--- config.mk ---
export PLATFORM = sky130hd
export DESIGN_NAME = alu_exec_unit_flat
export DESIGN_NICKNAME = d
export VERILOG_FILES = /design/src/rtl/alu_pkg.sv /design/src/rtl/alu_exec_unit_if.sv /design/src/rtl/alu_decode.sv /design/src/rtl/alu_exec_unit.sv /design/src/flat_wrapper.sv
export SDC_FILE = /design/constraint.sdc
export NUM_CORES = 1
export LEC_CHECK = 0
export BUFFER_PORTS_ARGS = -buffer_cell sky130_fd_sc_hd__buf_2
export CAP_MARGIN = 0
export CORE_ASPECT_RATIO = 1.75
export CORE_MARGIN = 2
export CORE_UTILIZATION = 25
export DETAILED_ROUTE_END_ITERATION = 10
export PLACE_DENSITY = 0.41
export SYNTH_ARGS = -nofsm -noshare
export SYNTH_HDL_FRONTEND = slang
export SYNTH_HIERARCHICAL = 1
export SYNTH_SLANG_ARGS = --single-unit
--- constraint.sdc ---
create_clock -name clk -period 3.4 [get_ports clk]
set_input_delay 0.68 -clock clk [delete_from_list [all_inputs] [get_ports clk]]
set_output_delay 0.68 -clock clk [all_outputs]
set_load 0.05 [all_outputs]
--- src/rtl/alu_pkg.sv ---
// Shared ALU types: control codes, alu_op encodings, FSM states.
// Also hosts the funct3 -> base-op helper used by decode.
package alu_pkg;

  typedef enum logic [3:0] {
    ALU_AND  = 4'b0000,
    ALU_OR   = 4'b0001,
    ALU_ADD  = 4'b0010,
    ALU_XOR  = 4'b0011,
    ALU_SLL  = 4'b0100,
    ALU_SRL  = 4'b0101,
    ALU_SUB  = 4'b0110,
    ALU_SRA  = 4'b0111,
    ALU_SLT  = 4'b1000,
    ALU_SLTU = 4'b1001,
    ALU_MUL  = 4'b1010
  } alu_ctrl_e;

  typedef enum logic [1:0] {
    AOP_LDST  = 2'b00,
    AOP_BR    = 2'b01,
    AOP_RTYPE = 2'b10,
    AOP_ITYPE = 2'b11
  } alu_op_e;

  typedef enum logic [1:0] {
    S_IDLE,
    S_MUL_BUSY,
    S_DONE
  } state_e;

  localparam logic [6:0] F7_BASE = 7'b0000000;
  localparam logic [6:0] F7_ALT  = 7'b0100000;
  localparam logic [6:0] F7_MUL  = 7'b0000001;

  function automatic alu_ctrl_e base_op(
    input logic [2:0] f3
  );
    alu_ctrl_e op;
    op = ALU_ADD;
    unique case (f3)
      3'b000: op = ALU_ADD;
      3'b001: op = ALU_SLL;
      3'b010: op = ALU_SLT;
      3'b011: op = ALU_SLTU;
      3'b100: op = ALU_XOR;
      3'b101: op = ALU_SRL;
      3'b110: op = ALU_OR;
      3'b111: op = ALU_AND;
      default: op = ALU_ADD;
    endcase
    return op;
  endfunction

endpackage

--- src/rtl/alu_exec_unit_if.sv ---
// Request/response bundle between issue logic and the ALU.
// master = requester, slave = execution unit.
interface alu_exec_unit_if #(
  parameter int XLEN = 32
);
  logic            in_valid;
  logic            in_ready;
  logic [1:0]      alu_op;
  logic [9:0]      ins_for_alu;
  logic [XLEN-1:0] op_a;
  logic [XLEN-1:0] op_b;
  logic            out_valid;
  logic            out_ready;
  logic [XLEN-1:0] result;
  logic            zero;
  logic [3:0]      alu_control;
  logic            illegal;

  modport master (
    output in_valid, alu_op, ins_for_alu,
    output op_a, op_b, out_ready,
    input  in_ready, out_valid, result,
    input  zero, alu_control, illegal
  );

  modport slave (
    input  in_valid, alu_op, ins_for_alu,
    input  op_a, op_b, out_ready,
    output in_ready, out_valid, result,
    output zero, alu_control, illegal
  );
endinterface

--- src/rtl/alu_decode.sv ---
// Combinational alu_op/funct decode to a 4-bit ALU control code.
// Undefined R-type encodings fall back to ADD and flag illegal.
module alu_decode
  import alu_pkg::*;
#(
  parameter int MUL_EN = 1
) (
  input  logic [1:0] alu_op,
  input  logic [9:0] ins_for_alu,
  output alu_ctrl_e  code,
  output logic       illegal
);

  logic [6:0] f7;
  logic [2:0] f3;

  assign f7 = ins_for_alu[9:3];
  assign f3 = ins_for_alu[2:0];

  // map the encoding to an op and flag undefined ones
  always_comb begin
    code    = ALU_ADD;
    illegal = 1'b0;
    unique case (alu_op_e'(alu_op))
      AOP_LDST: code = ALU_ADD;
      AOP_BR:   code = ALU_SUB;
      AOP_RTYPE: begin
        unique case (1'b1)
          (f7 == F7_BASE):
            code = base_op(f3);
          (f7 == F7_ALT) && (f3 == 3'b000):
            code = ALU_SUB;
          (f7 == F7_ALT) && (f3 == 3'b101):
            code = ALU_SRA;
          (f7 == F7_MUL) && (f3 == 3'b000)
            && (MUL_EN != 0):
            code = ALU_MUL;
          default: begin
            code    = ALU_ADD;
            illegal = 1'b1;
          end
        endcase
      end
      AOP_ITYPE: begin
        code = base_op(f3);
        if ((f3 == 3'b101) && f7[5])
          code = ALU_SRA;
        if (((f3 == 3'b001) || (f3 == 3'b101))
            && (f7 != F7_BASE) && (f7 != F7_ALT))
          illegal = 1'b1;
      end
      default: code = ALU_ADD;
    endcase
  end

endmodule

--- src/rtl/alu_exec_unit.sv ---
// Handshaked ALU: single-cycle ops in one cycle, iterative
// shift-add MUL over XLEN cycles; result held until taken.
module alu_exec_unit
  import alu_pkg::*;
#(
  parameter int XLEN   = 32,
  parameter int MUL_EN = 1
) (
  input  logic           clk,
  input  logic           rst_n,
  alu_exec_unit_if.slave bus
);

  localparam int SHW = $clog2(XLEN);
  localparam int CW  = $clog2(XLEN);

  state_e          state;
  state_e          state_n;
  alu_ctrl_e       dec_code;
  logic            dec_ill;
  logic            accept;
  logic            is_mul;
  logic [SHW-1:0]  sh;
  logic [XLEN-1:0] alu_y;
  logic [XLEN-1:0] res_q;
  alu_ctrl_e       ctrl_q;
  logic            ill_q;
  logic [CW-1:0]   cnt_q;
  logic [XLEN-1:0] mcand_q;
  logic [XLEN-1:0] mplier_q;
  logic [XLEN-1:0] acc_q;
  logic [XLEN-1:0] acc_n;

  alu_decode #(
    .MUL_EN(MUL_EN)
  ) u_dec (
    .alu_op     (bus.alu_op),
    .ins_for_alu(bus.ins_for_alu),
    .code       (dec_code),
    .illegal    (dec_ill)
  );

  assign bus.in_ready = (state == S_IDLE)
    || ((state == S_DONE) && bus.out_ready);
  assign accept = bus.in_valid && bus.in_ready;
  assign is_mul = (dec_code == ALU_MUL);
  assign sh     = bus.op_b[SHW-1:0];

  assign bus.out_valid   = (state == S_DONE);
  assign bus.result      = res_q;
  assign bus.zero        = (res_q == '0);
  assign bus.alu_control = ctrl_q;
  assign bus.illegal     = ill_q;

  // single-cycle result for the decoded op
  always_comb begin
    alu_y = '0;
    unique case (dec_code)
      ALU_AND:  alu_y = bus.op_a & bus.op_b;
      ALU_OR:   alu_y = bus.op_a | bus.op_b;
      ALU_ADD:  alu_y = bus.op_a + bus.op_b;
      ALU_XOR:  alu_y = bus.op_a ^ bus.op_b;
      ALU_SLL:  alu_y = bus.op_a << sh;
      ALU_SRL:  alu_y = bus.op_a >> sh;
      ALU_SUB:  alu_y = bus.op_a - bus.op_b;
      ALU_SRA:
        alu_y = XLEN'($signed(bus.op_a) >>> sh);
      ALU_SLT:
        alu_y = XLEN'($signed(bus.op_a)
                      < $signed(bus.op_b));
      ALU_SLTU:
        alu_y = XLEN'(bus.op_a < bus.op_b);
      default:  alu_y = '0;
    endcase
  end

  // one shift-add step of the multiplier
  always_comb begin
    acc_n = acc_q;
    if (mplier_q[0])
      acc_n = acc_q + mcand_q;
  end

  // state register
  always_ff @(posedge clk or negedge rst_n) begin
    if (!rst_n)
      state <= S_IDLE;
    else
      state <= state_n;
  end

  // next-state selection
  always_comb begin
    state_n = state;
    unique case (state)
      S_IDLE: begin
        if (accept)
          state_n = is_mul ? S_MUL_BUSY : S_DONE;
      end
      S_MUL_BUSY: begin
        if (cnt_q == '0)
          state_n = S_DONE;
      end
      S_DONE: begin
        if (accept)
          state_n = is_mul ? S_MUL_BUSY : S_DONE;
        else if (bus.out_ready)
          state_n = S_IDLE;
      end
      default: state_n = S_IDLE;
    endcase
  end

  // result registers and multiplier iteration
  always_ff @(posedge clk or negedge rst_n) begin
    if (!rst_n) begin
      res_q    <= '0;
      ctrl_q   <= ALU_ADD;
      ill_q    <= 1'b0;
      cnt_q    <= '0;
      mcand_q  <= '0;
      mplier_q <= '0;
      acc_q    <= '0;
    end else if (accept) begin
      if (is_mul) begin
        mcand_q  <= bus.op_a;
        mplier_q <= bus.op_b;
        acc_q    <= '0;
        cnt_q    <= CW'(XLEN - 1);
      end else begin
        res_q  <= alu_y;
        ctrl_q <= dec_code;
        ill_q  <= dec_ill;
      end
    end else if (state == S_MUL_BUSY) begin
      acc_q    <= acc_n;
      mcand_q  <= mcand_q << 1;
      mplier_q <= mplier_q >> 1;
      if (cnt_q == '0) begin
        res_q  <= acc_n;
        ctrl_q <= ALU_MUL;
        ill_q  <= 1'b0;
      end else begin
        cnt_q <= cnt_q - 1'b1;
      end
    end
  end

endmodule
--- src/flat_wrapper.sv ---
// flat-port wrapper written by rule: the top's interface ports become plain ports
module alu_exec_unit_flat import alu_pkg::*;
#(
  parameter int XLEN   = 32,
  parameter int MUL_EN = 1
)
  (clk, rst_n, bus_in_valid, bus_alu_op, bus_ins_for_alu, bus_op_a, bus_op_b, bus_out_ready, bus_in_ready, bus_out_valid, bus_result, bus_zero, bus_alu_control, bus_illegal);
  alu_exec_unit_if #(.XLEN(XLEN)) bus_i ();
  input  logic clk;
  input  logic rst_n;
  input wire logic [$bits(bus_i.in_valid)-1:0] bus_in_valid;
  input wire logic [$bits(bus_i.alu_op)-1:0] bus_alu_op;
  input wire logic [$bits(bus_i.ins_for_alu)-1:0] bus_ins_for_alu;
  input wire logic [$bits(bus_i.op_a)-1:0] bus_op_a;
  input wire logic [$bits(bus_i.op_b)-1:0] bus_op_b;
  input wire logic [$bits(bus_i.out_ready)-1:0] bus_out_ready;
  output wire logic [$bits(bus_i.in_ready)-1:0] bus_in_ready;
  output wire logic [$bits(bus_i.out_valid)-1:0] bus_out_valid;
  output wire logic [$bits(bus_i.result)-1:0] bus_result;
  output wire logic [$bits(bus_i.zero)-1:0] bus_zero;
  output wire logic [$bits(bus_i.alu_control)-1:0] bus_alu_control;
  output wire logic [$bits(bus_i.illegal)-1:0] bus_illegal;
  assign bus_i.in_valid = bus_in_valid;
  assign bus_i.alu_op = bus_alu_op;
  assign bus_i.ins_for_alu = bus_ins_for_alu;
  assign bus_i.op_a = bus_op_a;
  assign bus_i.op_b = bus_op_b;
  assign bus_i.out_ready = bus_out_ready;
  assign bus_in_ready = bus_i.in_ready;
  assign bus_out_valid = bus_i.out_valid;
  assign bus_result = bus_i.result;
  assign bus_zero = bus_i.zero;
  assign bus_alu_control = bus_i.alu_control;
  assign bus_illegal = bus_i.illegal;
  alu_exec_unit #(.XLEN(XLEN), .MUL_EN(MUL_EN)) u_core (.clk(clk), .rst_n(rst_n), .bus(bus_i));
endmodule
After elaboration in Yosys (flattened, before gate mapping)
Memories as Yosys holds them, arrays and structs flattened.
Index checks and enable logic that the tools add are counted.
Operators by class
  bitwise logic cells: 3
  reduce and logical (&&, ||, !) cells: 25
  shift operators: 3
  add/sub/neg operators: 4
  equal/unequal tests: 26
  magnitude comparators: 2
  mux-type cells: 39
Operator list (number)
  two-way mux 32 bit: 14
  case mux 32 bit (10 select lines): 1
  adder 32 bit: 2
  < comparator 32 bit: 2
  bitwise AND 32 bit: 1
  logical NOT 32 bit: 1
  bitwise OR 32 bit: 1
  case mux 4 bit (4 select lines): 2
  << shifter 32 x 5 -> 32 bit: 1
  right shift 32 x 5 -> 32 bit: 1
  >>> shifter 32 x 5 -> 32 bit: 1
  subtractor 32 bit: 1
  XOR 32 bit: 1
  two-way mux 4 bit: 5
  two-way mux 5 bit: 4
  equality test 4 x 3 -> 1 bit, second input constant: 4
  equality test 4 bit, second input constant: 3
  two-way mux 2 bit: 5
  AND reduction 3 bit: 3
  equality test 4 x 2 -> 1 bit, second input constant: 2
  logical AND 1 bit: 8
  equality test 7 x 1 -> 1 bit, second input constant: 1
  equality test 7 x 6 -> 1 bit, second input constant: 1
  logical NOT 7 bit: 1
  other kinds (22): 36
Word-level totals
  memories: 2
  input port bits: 80
  output and inout port bits: 40
  word-level logic and storage cells: 112
  register bits after elaboration: 140
  bits in read-only memories: 64
Memories
  (no name shown): depth 8, width 4, rd ports 1, clocked after memory_dff 0, wr ports 0, RTL line alu_pkg.sv:41  | unique case (f3)
  (no name shown): depth 8, width 4, rd ports 1, clocked after memory_dff 0, wr ports 0, RTL line alu_pkg.sv:41

Depth between registers and ports, before layout
  word-level depth: 8
  mapped depth: 16
  depth with buffers taken out: 14

Modules after synthesis
The synthesis kept the hierarchy.
Modules (own cells, without submodules)
  alu_exec_unit: times used 1, cells each 2189, area each 16484.6 sq um
  alu_decode: times used 1, cells each 36, area each 241.5 sq um

Worst setup path before layout
Ideal clock, no wire load.
  path type: input to register
  start: input bus_op_b[2]
  end: register u_core.res_q[19], in the netlist u_core/bus.result[19]
  data required time: 3262 ps
  setup slack: -821 ps
  stages: 15
  data arrival time: 4083 ps
  cell sequence: clkbuf_1 > inv_1 > buf_1 > clkbuf_1 > ha_1 > o211a_1 > a2111oi_0 > nor4b_1 > and4bb_2 > o211ai_1 > a21o_1 > a21oi_1 > mux2i_1 > o31ai_1 > a31oi_1
Between the ends
  cells in the longest elaborated chain, start to end: 4
  elaborated cells on any way between the ends: 8
  classes of those cells: add/sub: 2; shift: 3; mux: 3
Ends and longest elaborated chain
  start, declared: RTL line flat_wrapper.sv:15  | input wire logic [$bits(bus_i.op_b)-1:0] bus_op_b;
  subtractor 32 bit (tied with other cells): RTL line alu_exec_unit.sv:65  | ALU_SUB: alu_y = bus.op_a - bus.op_b;
  case mux 32 bit (10 select lines) *: RTL line alu_exec_unit.sv:58  | unique case (dec_code)
  two-way mux 32 bit *: RTL line alu_exec_unit.sv:125  | if (is_mul) begin
  two-way mux 32 bit *: RTL line alu_exec_unit.sv:124  | end else if (accept) begin
  end signal, assigned: RTL line alu_exec_unit.sv:131  | res_q <= alu_y;
  end signal, assigned: RTL line alu_exec_unit.sv:140  | res_q <= acc_n;
  end, declared: RTL line alu_exec_unit.sv:25  | logic [XLEN-1:0] res_q;
Every way passes the cells marked *; elsewhere a longest branch is shown, timed or not. The select of a mux whose other input is x is not followed.
A chain may end at the register's enable or synchronous reset.

Worst setup path after layout
  start: input bus_op_a[11]
  end: register u_core.res_q[27], in the netlist u_core/bus.result[27]
Between the ends
  cells in the longest elaborated chain, start to end: 4
  elaborated cells on any way between the ends: 8
  classes of those cells: add/sub: 2; shift: 3; mux: 3
Ends and longest elaborated chain
  start, declared: RTL line flat_wrapper.sv:14  | input wire logic [$bits(bus_i.op_a)-1:0] bus_op_a;
  subtractor 32 bit (tied with other cells): RTL line alu_exec_unit.sv:65
  case mux 32 bit (10 select lines) *: RTL line alu_exec_unit.sv:58
  two-way mux 32 bit *: RTL line alu_exec_unit.sv:125
  two-way mux 32 bit *: RTL line alu_exec_unit.sv:124
Marked as above.

==> metrics.md <==
| Metric | Value |
|---|---|
| Outcome | `completed` |
| Routed Antenna Nets | `0` |
| Fin. Hold Viols | `0` |
| Layout cell share with drive strength beyond 1 | `between 30% and 40%` |
| Register area share after synthesis | `between 20% and 30%` |
| Worst R2R Start | `u_core/mcand_q[11]` |
| Final WS setup | `just under 80 ps` |
| F_max | `301 MHz` |
| Mux cell area share after synthesis | `between 10 and 15%` |
| R2r setup slk | `between 150 and 200 ps` |
| Post-synth top cells | `313 x nand2_1, 273 x nor2_1, 175 x a21oi_1, 149 x o21ai_0, 139 x dfrtp_1` |
| Cells along the critical path | `buf_2 > inv_1 > ha_4 > nor2_1 > a221o_1 > or4_4 > o2111a_2 > nor4b_4 > buf_4 > inv_1 > a21boi_2 > nor2_1 > a211o_1 > a31o_2` |
| Worst Max-Slew Pin Slew | `814 ps` |
| Tcrit/Tclk final | `97.7%` |
| Compound-gate portion of the synthesized area | `27.8%` |
| GRT Util Overall | `26.1%` |
| Clock sinks | `140` |
| Vias | `19.6k` |
| Top-area cell type share of the netlist area | `20.8%` |
| Synth cell types | `86` |
| CTS Buf Count | `25` |
| Reg area | `roughly 3500 um^2` |
| Pwr per Cell Area | `586 nW/um^2` |
| RR Endpoint | `u_core/bus.result[28]` |
| Startpoint Class | `primary input` |
| Peak supply drop | `0.280 mV` |
| Vias in the first global route | `19.9k` |
| Clock buffer depth | `3` |
| Post-Syn Area | `16700 um^2` |
| YS warnings | `6` |
| Post-Synth Simple-Gate Area | `20.9%` |
| EDFF count, synth | `0` |
| NumNets Final | `2989` |
| Fillers | `7197` |
| Slew HR | `45.5%` |
| Clock transition at path regs | `60 ps` |
| Initial drt markers | `~1.4k` |
| Synth Area in Adders | `10.3%` |
| Pwr Total | `0.0138 W` |
| Clock Latency Late Sink | `490 ps` |
| Dpl hpwl | `75.1 mm` |
| Top_reg_cell synth | `dfrtp_1` |
| Final min period | `3320 ps` |
| N_diodes | `0` |
| R2R depth | `15` |
| DR WL/cell | `24.7 um` |
| CP startpoint | `bus_op_a[11]` |
| Post-synth ARST share | `100%` |
| CTS tree | `yes` |
| Largest net degree at the start of global routing | `69` |
| Slew Viols, Final | `0` |
| Pleak | `10.8 nW` |
| DR pass1 iterations | `6` |
| Residual DRC | `0` |
| Number of synthesized register bits | `140` |
| Root buf cell | `clkbuf_16` |
| Die W | `200 um` |
| Worst Hold Class | `primary input to async pin` |
| Setup WS pre-CTS | `-883 ps` |
| Setup violators final | `0` |
| Initial antenna violation count | `3` |
| Die Area | `69100 um^2` |
| Most frequent cell after synthesis | `nand2_1` |
| Max-Cap Viols | `0` |
| Post-Route WL | `90.7 mm` |
| Routability cong. | `0.964` |
| Fin Clk Skew | `17.5 ps` |
| CP Class | `primary input to flop` |
| Rows | `125` |
| Slowest cell on crit path | `or4_4` |
| Initial Util | `25.2%` |
| CTS Hold Bufs | `0` |
| Crit path to | `u_core/bus.result[27]` |
| Top post-synthesis cells by area | `dfrtp_1 21%, ha_1 9.9%, nand2_1 7.0%, mux4_2 6.9%, nor2_1 6.1%` |
| Htree depth | `4` |
| Mean Syn Cell Area | `7.52 um^2` |
| Combined area of the multi-input logic cells | `12600 um^2` |
| Area Growth Syn to Fin | `40.5%` |
| Crit path max fanout | `5` |
| Largest area contributor in the netlist | `dfrtp_1` |
| Vias per cell | `5.33` |
| Crit path largest cell delay | `480 ps` |
| XOR/XNOR Fraction of Synth Area | `1.62%` |
| Chip height | `346 um` |
| Cells after synthesis | `about 2.2k` |
| RSZ-0062 raised after global routing | `no` |
| Ports | `120` |
| CP Data Arrival Time | `3700 ps` |
| Wire length of the first global-routing pass | `132 mm` |
| Area of the core | `~66000 um^2` |
| Hold WS | `176 ps` |
| Post-route setup TNS | `0 ps` |
| Critical path capture point type | `flop` |
| Main combinational cell family by area after synthesis | `compound AO/OA/AOI/OAI gates` |
| CP required | `3770 ps` |
| Total grt overflow | `0` |
| Port Buffers | `119` |
| Net Count, Synth | `approximately 2.4k` |
[cells by family (layout without fill, tap and decap cells)]
| family | count (synthesis) | count (layout) |
|---|---|---|
| AND/OR/NAND/NOR | 791 | 791 |
| AO/OA/AOI/OAI | 721 | 721 |
| buffers and inverters | 269 | 823 |
| flip-flops | 140 | 140 |
| multiplexers | 137 | 137 |
| adder cells (fa/ha/maj) | 136 | 136 |
| XOR/XNOR | 31 | 31 |
[power by group]
part | total [W] | leakage (nW) | internal (W) | switching, W
clock network | 0.00213 | 0.334 | 0.00136 | 0.000772
logic | 0.00853 | 8.75 | 0.00356 | 0.00496
registers | 0.00312 | 1.67 | 0.00241 | 0.000707
total | 0.0138 | 10.8 | 0.00733 | 0.00644
[worst min path at each step]
| stage | startpoint | endpoint | slack, ps | cells past startpoint |
|---|---|---|---|---|
| after detailed placement | u_core/bus.alu_control[2] | u_core/bus.alu_control[2] | 480 | 1 |
| after floorplan | rst_n | u_core/acc_q[0] | 380 | 0 |
| final | rst_n | u_core/mcand_q[9] | 180 | 1 |
| after global routing | rst_n | u_core/mcand_q[9] | 220 | 1 |
| after global placement | u_core/cnt_q[0] | u_core/cnt_q[0] | 480 | 1 |
| after CTS | rst_n | u_core/acc_q[9] | 190 | 1 |
[metal layers]
metal	vias to the layer above	track usage, %	share of wire, %
li1	9211	-	-
met1	9641	30.4	40
met2	558	48.2	52
met3	152	1.28	2.9
met4	0	12.2	5.3
met5	-	0	0
[layout make-up]
| cell class | count | share of cell area [%] |
|---|---|---|
| inverter | 113 | 1.84 |
| multi-input combinational | 1816 | 53.5 |
| sequential | 140 | 14.9 |
| clock buffer | 30 | 2.83 |
| tap | 889 | 4.73 |
| timing repair buffer | 677 | 22.1 |
| clock inverter | 3 | 0.0745 |
[placed cells by master, fill, tap and decap left out, drive strengths merged, types with 13 or more instances in the layout]
cell type and n:
nand3 32, o21a 13, o21ai 150, a221oi 15, o21bai 13, nor3 37, o211ai 34, nor2 273
mux4 51, buf 677, a211oi 29, a21oi 175, o31ai 20, clkbuf 30, a21o 28, nand2 313
or3 13, mux2i 67, and3 16, xnor2 17, ha 133, nor4 14, o22ai 28, inv 112
dfrtp 139, a22oi 15, a31oi 93, nand2b 21, nor2b 14, mux2 19, xor2 14
[stage by stage]
stage	utilization [%]	std cells	cell area (um^2)
final	35.4	3668	23500
after global routing	35.4	3668	23500
after CTS	35.1	3664	23300
after detailed placement	34.0	3629	22500
after global placement	34.0	3629	22500
after floorplan	-	2225	16900
[repair_timing]
action | CTS | global route
pin swaps | 4 | 24
gates resized for setup | 14 | 43
buffers inserted | 2 | 4
setup endpoints to repair | 11 | 23
[registers in the layout, indices dropped and copies added, names as in the netlist]
signal                  cells
u_core/state                2
u_core/acc_q               32
u_core/mcand_q             32
u_core/mplier_q            32
u_core/bus.result          32
u_core/bus.alu_control      4
u_core/cnt_q                5
u_core/bus.illegal          1
[critical path, delay by kind of cell]
family                     cells  cell delay [ps]
AOI/OAI and AO/OA              5             1250
and+or+nand+nor                4              940
adders and majority gates      1              310
buffers and inverters          4              500
(Power assumes the default switching activity.)
